--- src/rtl/pipe_stage_buffer.sv ---
// pipe_stage_buffer
//   Elastic buffer between two pipeline stages. It carries a 4-bit forwards
//   status code plus a DATA_W payload through a DEPTH-entry FIFO. It also
//   implements the backwards READY/STALL/JUMP handshake:
//     - stalls are propagated upstream when the buffer is full;
//     - JUMP flushes the buffer;
//     - the upstream stage is fenced off once an exception entry is accepted.
//
//   Optional feature: define PIPE_STAGE_BUFFER_BYPASS_EN to add a
//   zero-latency combinational path through an empty buffer.
//
// Ports
//   clk        clock
//   rst        asynchronous active-high reset
//   in_status  forwards status from upstream:
//                0 VALID, 1 BUBBLE, 2..10 exception, 11..15 unused
//   in_data    payload from upstream
//   up_ctrl    backwards control to upstream: 0 READY, 1 STALL, 2 JUMP
//   out_status forwards status to downstream (BUBBLE when empty)
//   out_data   payload to downstream (0 when empty)
//   down_ctrl  backwards control from downstream; code 3 acts as STALL
//   count      current occupancy
//   fenced     exception fence active
module pipe_stage_buffer #(
  parameter int DATA_W = 32,
  parameter int DEPTH  = 2,
  parameter int CNT_W  = $clog2(DEPTH + 1)
) (
  input  logic              clk,
  input  logic              rst,
  input  logic [3:0]        in_status,
  input  logic [DATA_W-1:0] in_data,
  output logic [1:0]        up_ctrl,
  output logic [3:0]        out_status,
  output logic [DATA_W-1:0] out_data,
  input  logic [1:0]        down_ctrl,
  output logic [CNT_W-1:0]  count,
  output logic              fenced
);

  localparam int         PTR_W      = $clog2(DEPTH);
  localparam logic [1:0] CTRL_READY = 2'd0;
  localparam logic [1:0] CTRL_STALL = 2'd1;
  localparam logic [1:0] CTRL_JUMP  = 2'd2;
  localparam logic [3:0] ST_BUBBLE  = 4'd1;

  // VALID and the exception codes are stored.
  // BUBBLE and the unused codes 11..15 are dropped.
  function automatic logic is_storable(input logic [3:0] s);
    return (s <= 4'd10) && (s != ST_BUBBLE);
  endfunction

  function automatic logic is_exception(input logic [3:0] s);
    return (s >= 4'd2) && (s <= 4'd10);
  endfunction

  // Payload storage is deliberately left unreset.
  // Reading it is gated by count, so stale contents are never visible.
  logic [3:0]        mem_status [DEPTH];
  logic [DATA_W-1:0] mem_data   [DEPTH];

  logic [PTR_W-1:0]  wr_ptr;
  logic [PTR_W-1:0]  rd_ptr;

  logic down_jump;
  logic down_ready;
  logic full;
  logic accept;
  logic pop;
  logic push;
  logic bypass;

  assign down_jump  = (down_ctrl == CTRL_JUMP);
  assign down_ready = (down_ctrl == CTRL_READY);
  assign full       = (count == CNT_W'(DEPTH));

  always_comb begin
    up_ctrl = CTRL_READY;
    if (down_jump)
      up_ctrl = CTRL_JUMP;
    else if (full || fenced)
      up_ctrl = CTRL_STALL;
  end

  // READY already implies: no jump, not full, not fenced.
  assign accept = is_storable(in_status) && (up_ctrl == CTRL_READY);
  assign pop    = (count != '0) && down_ready;

`ifdef PIPE_STAGE_BUFFER_BYPASS_EN
  // An empty buffer with a ready consumer hands the input straight through.
  assign bypass = accept && (count == '0) && down_ready;
`else
  assign bypass = 1'b0;
`endif

  assign push = accept && !bypass;

  // Pointers wrap naturally because DEPTH is a power of two.
  always_ff @(posedge clk or posedge rst) begin
    if (rst) begin
      wr_ptr <= '0;
      rd_ptr <= '0;
      count  <= '0;
      fenced <= 1'b0;
    end else if (down_jump) begin
      wr_ptr <= '0;
      rd_ptr <= '0;
      count  <= '0;
      fenced <= 1'b0;
    end else begin
      if (push)
        wr_ptr <= wr_ptr + PTR_W'(1);
      if (pop)
        rd_ptr <= rd_ptr + PTR_W'(1);
      if (push && !pop)
        count <= count + CNT_W'(1);
      else if (pop && !push)
        count <= count - CNT_W'(1);
      // Bypassed exceptions fence the upstream stage too.
      if (accept && is_exception(in_status))
        fenced <= 1'b1;
    end
  end

  always_ff @(posedge clk) begin
    if (push) begin
      mem_status[wr_ptr] <= in_status;
      mem_data[wr_ptr]   <= in_data;
    end
  end

  always_comb begin
    out_status = ST_BUBBLE;
    out_data   = '0;
    if (count != '0) begin
      out_status = mem_status[rd_ptr];
      out_data   = mem_data[rd_ptr];
    end else if (bypass) begin
      out_status = in_status;
      out_data   = in_data;
    end
  end

endmodule

--- config.mk ---
export PLATFORM = sky130hd
export DESIGN_NAME = pipe_stage_buffer
export DESIGN_NICKNAME = d
export VERILOG_FILES = /design/src/rtl/pipe_stage_buffer.sv
export SDC_FILE = /design/constraint.sdc
export NUM_CORES = 1
export LEC_CHECK = 0
export ABC_AREA = 0
export BUFFER_PORTS_ARGS = -buffer_cell sky130_fd_sc_hd__buf_2
export CORE_ASPECT_RATIO = 1.25
export CORE_UTILIZATION = 55
export CTS_BUF_LIST = sky130_fd_sc_hd__clkbuf_4
export DETAILED_ROUTE_END_ITERATION = 12
export GPL_ROUTABILITY_DRIVEN = 0
export PLACE_DENSITY = 0.9
export SLEW_MARGIN = 5
export SYNTH_ARGS = -nofsm -noshare
export SYNTH_HDL_FRONTEND = slang
export SYNTH_SLANG_ARGS = --single-unit
--- constraint.sdc ---
create_clock -name clk -period 7.3 [get_ports clk]
set_clock_uncertainty 0.1 [all_clocks]
set_input_delay 0.73 -clock clk [delete_from_list [all_inputs] [get_ports clk]]
set_output_delay 0.73 -clock clk [all_outputs]
set_load 0.02 [all_outputs]
==> flow_metrics.py <==
metrics = {
    "run_status": {
        "status": "finished clean",
    },
    "layout": {
        "register_area_um2": 2288,
        "drive_above_1_share_pct": 36.33,
        "syn_to_final_growth_pct": 18.15,
        "final_cells": 342,
        "design_area_um2": 3641,
        "antenna_cells": 0,
        "layout_commonest_cell": "buf_2",
        "final_cell_mix": "buf_2 (80), edfxtp_1 (72), nor2_1 (39)",
        "nFillCells": 404,
        "nets": 316,
        "multi_input_area_um2": 750.7,
        "fin_util_pct": 67.36,
    },
    "critical_path": {
        "cp-end-kind": "output port",
        "required_ns": 6.47,
        "critPathSlowestCell": "dfrtp_2",
        "start_kind": "flop",
        "regToRegEndpoint": "mem_data[0][18]$_DFFE_PP_",
        "critPathKind": "reg -> out",
        "cp_top_family": "flip-flops",
        "cp.depth": 3,
        "crit_buf_inv": 1,
        "reg2reg_depth": 4,
        "critical_path.cell_chain": "mux2i_1, o21ai_0, buf_2",
        "r2r_slack_ns": 4.89,
        "crit_arrival_ns": 2.07,
        "crit_fanout": 38,
        "cpPeakStageDelay_ns": 1.06,
        "rr_startpoint": "count[1]$_DFFE_PP0P_",
    },
    "power_and_ir_drop": {
        "internal_power_mw": 0.8445,
        "pwr-share-comb_pct": 36.0,
        "swShare_pct": 37.41,
        "switchingPower_mw": 0.5047,
        "finalPower_mw": 1.349,
        "peakVddDrop_v": 0.0003144,
        "p_clk_share_pct": 16.2,
        "p_leak_nw": 1.449,
        "seqPwrFrac_pct": 47.8,
        "powerDensity_nw_per_um2": 370.6,
    },
    "synth": {
        "avgSynthCellArea_um2": 15.72,
        "synthTopCellsByArea": "edfxtp_1 (70%), mux2i_1 (12%), nor2_1 (5.1%)",
        "ys_ff_latch": 77,
        "synthCells": 196,
        "synth_top_area_share_pct": 70.16,
        "synthesis.nets": 236,
        "synth_warnings": 0,
        "synth_cell_types": 27,
        "yosysSeqAreaShare_pct": 74.22,
        "synth_top_area_cell": "edfxtp_1",
        "syn-cell-area_um2": 3082,
    },
    "clocking": {
        "clk_pin_slew_ns": 0.10,
        "cts_tree": "built",
        "cts_buffer_depth": 2,
        "clock_sinks": 77,
        "clock_latency_ns": 0.39,
        "hold_buffers": 0,
        "htree_levels": 3,
        "cts-root-buf": "clkbuf_4",
        "cts_resized": 0,
        "cts_buffers": 9,
        "post_cts_buffers": 0,
    },
    "drt": {
        "drcViolationCount": 0,
        "vias": 1781,
        "drt_iter0_markers": 41,
        "wirelength_um": 5068,
        "wire_per_inst_um": 14.82,
        "ant_nets": 0,
        "drt_first_pass_iters": 4,
        "via_per_inst": 5.208,
    },
    "timing": {
        "layout_setup_ws_ns": 4.396,
        "worst_pin_slew_ns": 1.050,
        "finalCritPeriodShare_pct": 39.78,
        "drv_slew": 0,
        "hold_viol": 0,
        "whs_ns": 0.1206,
        "fmax_ghz": 0.3444,
        "rsz0062_at_grt": "false",
        "slew_headroom_pct": 29.99,
        "fin_crit_ns": 2.904,
        "fin_setup_tns_ns": 0,
        "setup_viol": 0,
    },
    "placement": {
        "placed_cells": 329,
        "place_ws_ns": 4.443,
        "portBuffers": 80,
        "dp_hpwl_um": 3433,
        "place_area_um2": 3531,
    },
    "grt": {
        "grt_pass1_wl_um": 7776,
        "grt_use_total_pct": 18.96,
        "grt_pass1_vias": 1731,
        "met3_usage_pct": 5.053,
        "gr-usage-met2_pct": 30.63,
        "grt_overflow": 0,
        "grt_max_degree": 39,
        "use_met1_pct": 22.78,
        "antenna_found_initial": 0,
        "grt-busiest-layer": "met2",
    },
    "floorplanning": {
        "dieArea_um2": 5908,
        "num_rows": 30,
        "io_pins": 81,
        "fp.dieW_um": 68.95,
        "core-area_um2": 5405,
        "initial_utilization_pct": 57.01,
        "die_y_um": 85.69,
    },
    "job": {
        "maxCapViolCount": 0,
    },
    "worst_hold_path": {
        "hp-class": "in -> async",
    },
}
[worst max-delay path by stage]
stage / start / end / slack, ns
2_1_floorplan: down_ctrl[0] / mem_data[0][0]$_DFFE_PP_ / 3.84
6_report: rd_ptr$_DFFE_PP0P_ / out_status[0] / 4.40
4_1_cts: rd_ptr$_DFFE_PP0P_ / out_status[0] / 4.35
5_1_grt: rd_ptr$_DFFE_PP0P_ / out_status[0] / 4.24
3_3_place_gp: down_ctrl[0] / mem_data[1][19]$_DFFE_PP_ / 4.53
3_5_place_dp: down_ctrl[0] / mem_data[1][19]$_DFFE_PP_ / 4.44
[registers in the layout (all words and copies together) (netlist names)]
signal      count
count           2
mem_status      8
mem_data       64
wr_ptr          1
rd_ptr          1
fenced          1
[cell usage after synthesis]
library cell and count:
buf_4 2, a41oi_1 1, nor3b_1 1, clkbuf_1 4, or3_4 1, edfxtp_1 72, nor2b_1 1, or4_1 1
a22oi_1 1, a22o_1 1, a21o_2 1, nand2b_4 1, a21o_1 1, mux2i_1 38, nor2_1 42, nand3_1 1
dfrtp_1 5, a21bo_1 1, inv_1 2, nand3_4 1, inv_2 1, nor3_1 2, o21ai_0 3, buf_2 5
nor3_4 1, a32o_1 1, nand2_1 5
[per-layer routing]
| layer | wire [µm] | share of wire, % |
|---|---|---|
| met3 | 324 | 6.4 |
| met5 | 0 | 0 |
| met2 | 2753 | 54 |
| met1 | 1890 | 37 |
| met4 | 100 | 2.0 |
[final cells by class]
cell class | count | area share, %
Timing Repair Buffer | 80 | 11.00
Sequential cell | 77 | 62.85
Clock inverter | 4 | 1.168
Tap cell | 64 | 2.199
Inverter | 3 | 0.3093
Clock buffer | 9 | 1.856
Multi-Input combinational cell | 105 | 20.62
[cell families after synthesis]
group                  synth area share (%)
DFF                                   74.22
buffers and inverters                 2.151
AOI/OAI and AO/OA                     2.477
and+or+nand+nor                       8.811
muxes                                 12.34
[power by group through the flow]
stage | registers [mW] | logic (mW) | clock network, mW
3_3_place_gp | 0.651 | 0.482 | 0
2_1_floorplan | 0.606 | 0.376 | 0
3_5_place_dp | 0.656 | 0.493 | 0
6_report | 0.644 | 0.486 | 0.219
4_1_cts | 0.646 | 0.494 | 0.224
5_1_grt | 0.654 | 0.529 | 0.242
(Power assumes the default switching activity.)
